## config.mk

```make
export PLATFORM = sky130hd
export DESIGN_NAME = ifid_pipe_reg
export DESIGN_NICKNAME = d
export VERILOG_FILES = /design/src/rtl/scpu_pkg.sv /design/src/rtl/ifid_pipe_reg_sat_counter.sv /design/src/rtl/ifid_pipe_reg.sv
export SDC_FILE = /design/constraint.sdc
export NUM_CORES = 1
export LEC_CHECK = 0
export ABC_AREA = 1
export BUFFER_PORTS_ARGS = -buffer_cell sky130_fd_sc_hd__buf_2
export CORE_UTILIZATION = 35
export DETAILED_ROUTE_END_ITERATION = 10
export SLEW_MARGIN = 20
export SYNTH_ARGS = -nofsm -noshare
export SYNTH_HDL_FRONTEND = slang
export SYNTH_SLANG_ARGS = --single-unit
export TNS_END_PERCENT = 100
```

## constraint.sdc

```tcl
create_clock -name clk -period 7.2 [get_ports clk]
set_input_delay 0.36 -clock clk [delete_from_list [all_inputs] [get_ports clk]]
set_output_delay 0.36 -clock clk [all_outputs]
set_load 0.005 [all_outputs]
```

## src/rtl/scpu_pkg.sv

```systemverilog
// Shared scpu datapath constants and the IF/ID entry type.
package scpu_pkg;

   localparam int XLEN_DEF = 32;
   localparam logic [XLEN_DEF-1:0] NOP_INST_C = 32'h0000_0013;
   localparam logic [XLEN_DEF-1:0] RESET_PC_C = 32'h0000_0000;

   typedef struct packed {
      logic [XLEN_DEF-1:0] pc;
      logic [XLEN_DEF-1:0] inst;
   } ifid_entry_t;

endpackage

```

## src/rtl/ifid_pipe_reg_sat_counter.sv

```systemverilog
// Saturating up-counter used for the IF/ID performance counters.
module sat_counter #(
   parameter int CNT_W = 16
) (
   input  logic             clk,
   input  logic             rst,
   input  logic             inc,
   output logic [CNT_W-1:0] count
);

   always_ff @(posedge clk or negedge rst) begin
      if (!rst) begin
         count <= '0;
      end else if (inc && (count != '1)) begin
         count <= count + 1'b1;
      end
   end

endmodule

```

## src/rtl/ifid_pipe_reg.sv

```systemverilog
// IF/ID pipeline register: valid/ready handshake, one-entry skid buffer, flush, NOP bubbles.
// Optional stall/bubble counters are built when IFID_PIPE_REG_PERF_EN is defined.
module ifid_pipe_reg
   import scpu_pkg::*;
#(
   parameter int              XLEN     = XLEN_DEF,
   parameter logic [XLEN-1:0] NOP_INST = XLEN'(NOP_INST_C),
   parameter logic [XLEN-1:0] RESET_PC = XLEN'(RESET_PC_C),
   parameter int              CNT_W    = 16
) (
   input  logic             clk,
   input  logic             rst,
   input  logic             in_valid,
   output logic             in_ready,
   input  logic [XLEN-1:0]  in_pc,
   input  logic [XLEN-1:0]  in_inst,
   input  logic             flush,
   output logic             out_valid,
   input  logic             out_ready,
   output logic [XLEN-1:0]  out_pc,
   output logic [XLEN-1:0]  out_inst,
   output logic [CNT_W-1:0] perf_stall_cnt,
   output logic [CNT_W-1:0] perf_bubble_cnt
);

   logic            m_valid;
   logic [XLEN-1:0] m_pc;
   logic [XLEN-1:0] m_inst;
   logic            s_valid;
   logic [XLEN-1:0] s_pc;
   logic [XLEN-1:0] s_inst;
   logic            accept;
   logic            drain;
   logic            skid_load;

   // in_ready depends only on the skid flop, so ID backpressure never reaches IF combinationally.
   assign in_ready  = ~s_valid;
   assign accept    = in_valid & in_ready;
   assign drain     = ~m_valid | out_ready;
   assign skid_load = ~flush & ~s_valid & accept & ~drain;

   always_ff @(posedge clk or negedge rst) begin
      if (!rst) begin
         m_valid <= 1'b0;
         s_valid <= 1'b0;
         m_pc    <= RESET_PC;
         m_inst  <= NOP_INST;
      end else if (flush) begin
         m_valid <= 1'b0;
         s_valid <= 1'b0;
         m_inst  <= NOP_INST;
      end else if (s_valid) begin
         if (drain) begin
            m_valid <= 1'b1;
            m_pc    <= s_pc;
            m_inst  <= s_inst;
            s_valid <= 1'b0;
         end
      end else if (accept) begin
         if (drain) begin
            m_valid <= 1'b1;
            m_pc    <= in_pc;
            m_inst  <= in_inst;
         end else begin
            s_valid <= 1'b1;
         end
      end else if (drain) begin
         m_valid <= 1'b0;
         m_inst  <= NOP_INST;
      end
   end

   // Skid data is meaningless while s_valid=0, so it needs no reset.
   always_ff @(posedge clk) begin
      if (skid_load) begin
         s_pc   <= in_pc;
         s_inst <= in_inst;
      end
   end

   assign out_valid = m_valid;
   assign out_pc    = m_pc;
   assign out_inst  = m_valid ? m_inst : NOP_INST;

`ifdef IFID_PIPE_REG_PERF_EN
   sat_counter #(.CNT_W(CNT_W)) u_stall_cnt (
      .clk   (clk),
      .rst   (rst),
      .inc   (m_valid & ~out_ready),
      .count (perf_stall_cnt)
   );

   sat_counter #(.CNT_W(CNT_W)) u_bubble_cnt (
      .clk   (clk),
      .rst   (rst),
      .inc   (~m_valid),
      .count (perf_bubble_cnt)
   );
`else
   assign perf_stall_cnt  = '0;
   assign perf_bubble_cnt = '0;
`endif

endmodule

```

==> metrics.txt, run 1 <==
status finished clean; crit path kind register to output pin; commonest non-fill, non-tap cell in the layout nand2_1; GPL Wtd Cong around 0.74; routed len/inst roughly 13 um; CP Cell Sequence inv_2 > buf_4 > buf_2; crit start category register; flop2flop setup slack slightly below 5 ns; Post CTS Setup Buffer Count 0; area delta synth->final 22.42%; Non-Filler Instances about 1,000; GR Util All Layers ~17%; Max Clock Freq 436.2 MHz; CTS hold repair buffers 0; first-pass GRT wire length 22.56 mm; nets ~860; # rows 46; CP endpoint kind output pin; vias per inst ~4.4; Worst R2R Start out_valid; # fillers ~1,600; Bufs on Longest Clock Path 2; Placed Cells approximately 990; worst slew pin tran between 0.8 and 0.9 ns; Final Skew ~0.017 ns; critical path arrival just under 2 ns; distinct cell type count after synthesis 19; most frequent cells in the layout 351 x nand2_1, 133 x buf_2, 65 x nand3_1; switching fraction of total power between 20% and 30%; Die Ht between 100 and 150 um; Hold Path Class input port to async pin; largest net degree at the start of global routing 68; Core Area about 16,000 um^2; IO Pins ~170; global route overflow 0; biggest area consumer among synthesized cells edfxtp_1; dpl hpwl around 8.4 mm; fin area approximately 7200 um^2; initial DRC count slightly above 200; H-tree levels 4; antenna violation net count after detailed routing 0; Power Density between 200 and 300 nW/um^2; Int Pwr approximately 1500 uW; final hold slack between 0.07 and 0.08 ns; final setup fails 0; accumulated negative setup slack 0 ns; synth top area cells edfxtp_1 33%, dfrtp_1 27%, nand2_1 22%; RSZ-0062 raised after global routing false; crit-path max cell delay 0.47 ns; RR Endpoint out_pc[29]; Max Cap Viol 0; maximum vdd ir drop 0.1895 mV; Clock Sinks between 100 and 150; die area around 17,000 um^2; hold violation total from the final report 0; register area share after synthesis about three fifths; total wire length ~14 mm; TritonCTS clock tree yes; share of post-route cells with drive strength above 1 a little under a quarter; die span in x approximately 130 um; top-area cell type share of the netlist area between 30 and 40%; cts repair resizes 0; number of CTS-inserted buffers 17; Clk pwr share 46.6%; part of the power in combinational logic slightly below 9%; Port-buffer cells ~130; Synth Cell Area roughly 5900 um^2; sequential power share between 40% and 50%; critical-path maximum fanout 34; Mapped Cells 670; flops & latches, synth 130; vias roughly 4,500; worst-case reg-to-reg path depth 5; CP Launch Point s_valid; Mean Syn Cell Area 8.764 um^2; Tcrit/Tclk final between 30% and 40%; NetSw 438.6 uW; Slowest cell on crit path inv_2; Post-DP Area 6578 um^2; Slew Limit Fails 0; Syn. warnings 0; DRT Pass-1 Iters 4; Leak Pwr between 0.003 and 0.004 uW; Clock transition at path regs 0.05 ns; clock latency on the worst-skew pair roughly 0.42 ns; Critical Path Sink in_ready; initial antenna violation count 1; clock root buffer clkbuf_16; via count of the first global-routing pass about 4,200; initial core utilization about 36%; antenna cells 0; drt drc 0; Slew headroom between 40% and 50%; Worst Path Required about 6.8 ns; Final min period roughly 2.3 ns
==> final cells by class <==
class	count	area [um^2]	share of cell area, %
sequential	130	3580	49.80
clock buffer	20	446.7	6.214
multi-input combinational	460	1838	25.57
tap	216	270.3	3.760
timing repair buffer	141	725.7	10.10
inverter	44	165.2	2.298
clock inverter	12	162.7	2.263
==> metal layers <==
metal | part of all wire (%) | track usage [%] | wire (um) | up-vias
li1 | - | - | - | 2270
met1 | 46 | 22.46 | 6314 | 2025
met2 | 46 | 25.93 | 6313 | 144
met3 | 6.4 | 5.170 | 873 | 14
met4 | 1.2 | 5.426 | 165 | 2
met5 | 0.073 | 0 | 10 | -
==> cells by family (layout without fill, tap and decap cells) <==
kind of cell	Yosys count	in the layout	synth area share, %
compound gates	1	1	0.08515
buf+inv	111	217	9.930
flops	130	130	60.92
other cells	1	32	0.06386
simple gates	427	427	29.00
==> critical path, delay by kind of cell (launching register included) <==
kind                   cells  cell delay (ns)
buffers and inverters      3             1.09
DFF                        1             0.40
==> through the flow <==
stage / setup WS (ns) / utilization [%] / total power (uW)
detailed placement: 4.429 / 40.82 / 1039
CTS: 4.411 / 44.60 / 1935
global route: 4.641 / 44.60 / 1996
global placement: 4.452 / 40.82 / 1037
finish: 4.908 / 44.60 / 1916
floorplan: 1.447 / - / 963.6
==> cell usage after synthesis <==
cell      number
inv_2          3
dfrtp_1       63
clkbuf_1       7
inv_1         41
nand2_1      351
buf_2         25
dfstp_2        3
buf_4         32
buf_6          2
buf_1          1
nor2_4         1
or2_2          3
a21oi_1        1
conb_1         1
nor2_1         5
edfxtp_1      64
nand3_1       65
nand2_2        1
nor3_1         1
==> worst min-delay path by stage <==
stage | from | to | cells after the start
after global placement | m_inst[30] | m_inst[30] | 2
after global routing | in_pc[13] | s_pc[13] | 1
after detailed placement | m_inst[25] | m_inst[25] | 2
after CTS | rst | m_inst[7] | 1
final | rst | m_inst[7] | 1
after floorplan | rst | m_inst[10] | 0
==> flip-flops by register name (all words and copies together), names as in the netlist <==
register / flops
out_pc: 32
m_inst: 32
out_valid: 1
s_pc: 32
s_valid: 1
s_inst: 32
==> power groups by stage <==
stage | combinational [uW] | clock, uW | sequential (uW)
2_1_floorplan | 99.5 | 0 | 864
3_3_place_gp | 170 | 0 | 868
3_5_place_dp | 174 | 0 | 865
4_1_cts | 173 | 909 | 853
5_1_grt | 195 | 942 | 859
6_report | 169 | 894 | 853
Note: power is estimated with default switching activity, not from simulation.
==> inputs of run 2 (changes only) <==
==> constraint.sdc (replaced) <==
create_clock -name clk -period 2 [get_ports clk]
set_input_delay 0.1 -clock clk [delete_from_list [all_inputs] [get_ports clk]]
set_output_delay 0.1 -clock clk [all_outputs]
set_load 0.005 [all_outputs]
==> run 2 against run 1 <==
- power increased to 3.6 times the previous value
- highest routed layer is now met4
- clock skew shrank 0.012 ns
- cell count rose by 7.0%
- sequential power rose to 3.6 times the previous value
- register-to-register slack got worse by 4.5 ns
- die area unchanged
- first-iteration DRC count grew 3.9%
- count of clock-buffer cells in the layout is 1 lower
- flip-flop and latch count unchanged
- clock power increased to 3.5 times the previous value
- non-clock buffer count grew 72
- critical path depth increased by 1
- largest power group unchanged
==> metrics.txt, run 2 (synthesis gave the netlist of run 1 again) <==
wl on met1 roughly 6.4 mm; die area between 15,000 and 20,000 um^2; number of CTS-inserted buffers 17; Tot Pwr 6896 uW; TritonCTS clock tree yes; IO Pins roughly 170; CP endpoint kind output pin; clock root buffer clkbuf_16; Max Clock Freq around 560 MHz; Slew Limit Fails 0; Slowest cell on crit path dfrtp_2; vias per inst around 4.3; global route overflow 0; dpl hpwl between 8 and 9 mm; Core Area roughly 16,000 um^2; crit start category register; worst slew pin tran around 0.52 ns; Max Cap Viol 0; final hold slack between 0.04 and 0.05 ns; Worst Path Required between 1.5 and 2 ns; Final min period 1.798 ns; largest net degree at the start of global routing 40; commonest non-fill, non-tap cell in the layout nand2_1; initial core utilization a little over a third; Tcrit/Tclk final 89.91%; Port-buffer cells approximately 130; hold violation total from the final report 0; GR Util All Layers approximately 17%; GPL Wtd Cong about 0.73; cts repair resizes 0; final setup margin roughly 0.2 ns; highest metal used met4; total wire length between 10 and 15 mm; vias roughly 4,700; most frequent cells in the layout 351 x nand2_1, 133 x buf_2, 66 x dlygate4sd3_1; first-pass GRT wire length around 24 mm; nets 935; area delta synth->final 34.75%; DRT Pass-1 Iters 4; antenna violation net count after detailed routing 0; Clock transition at path regs roughly 0.05 ns; Hold Path Class input port to register; initial DRC count between 200 and 250; crit path kind register to output pin; # rows 46; CP Cell Sequence buf_4 > inv_2 > buf_4 > buf_2; Die Ht 131.5 um; Slew headroom about 65%; Leak Pwr 0.004203 uW; met2 wire len between 6 and 7 mm; Bufs on Longest Clock Path 2; clock latency on the worst-skew pair roughly 0.42 ns; CTS hold repair buffers 66; via count of the first global-routing pass ~4,600; CP dominant cell by count buf_4; status finished clean; Final Skew 0.005444 ns; drt drc 0; initial antenna violation count 0; antenna cells 0; RSZ-0062 raised after global routing false; maximum vdd ir drop between 0.5 and 0.6 mV; final setup fails 0; die span in x 131.5 um; routed len/inst 12.95 um; crit-path max cell delay roughly 0.43 ns; Clock Sinks 130; critical-path maximum fanout 31; met3 wire len just under 800 um; share of post-route cells with drive strength above 1 21.50%; Post CTS Setup Buffer Count 0; dpl ws 0.3967 ns; H-tree levels 4; critical path arrival about 1.7 ns; Power Density between 800 and 900 nW/um^2
==> run 2: cell type report <==
cell class,instances,area (um^2)
clock buffer,19,442.9
tap,216,270.3
timing repair buffer,213,1469
multi-input combinational,460,1844
inverter,44,165.2
sequential,130,3578
clock inverter,13,142.6
fill,1568,8203
==> run 2: final timing paths <==
check	startpoint	end	slack [ns]	cells after the start
max in group asynchronous	rst	m_inst[22]	1.27	3
worst min register to register	m_inst[22]	m_inst[22]	0.47	2
worst max-delay path	s_valid	in_ready	0.20	4
worst max register to register	out_valid	s_pc[11]	0.40	5
worst min-delay path	out_ready	m_inst[1]	0.04	6
min in group asynchronous	rst	out_pc[24]	0.16	2
==> run 2: layer usage <==
layer,vias up,GRT usage (%)
met3,26,4.244
li1,2417,-
met5,-,0
met4,0,7.494
met2,165,27.75
met1,2124,22.61
==> run 2: power breakdown <==
| part | internal, uW | switching, uW |
|---|---|---|
| logic | 342 | 402 |
| registers | 2980 | 88.1 |
| clock network | 1960 | 1120 |
==> run 2: critical path: cells and delay by family, from the launching register on <==
family / cells / cell delay [ns]
buffers and inverters: 4 / 0.86
flip-flops: 1 / 0.43
==> run 2: per-stage QoR <==
| step | util, % | cell area (um^2) | setup TNS, ns | cells |
|---|---|---|---|---|
| after floorplan | - | 6018 | -45.94 | 701 |
| after global placement | 41.37 | 6666 | 0 | 997 |
| after detailed placement | 41.37 | 6666 | 0 | 997 |
| after CTS | 49.10 | 7913 | 0 | 1095 |
| after global routing | 49.10 | 7913 | 0 | 1095 |
| final | 49.10 | 7913 | 0 | 1095 |
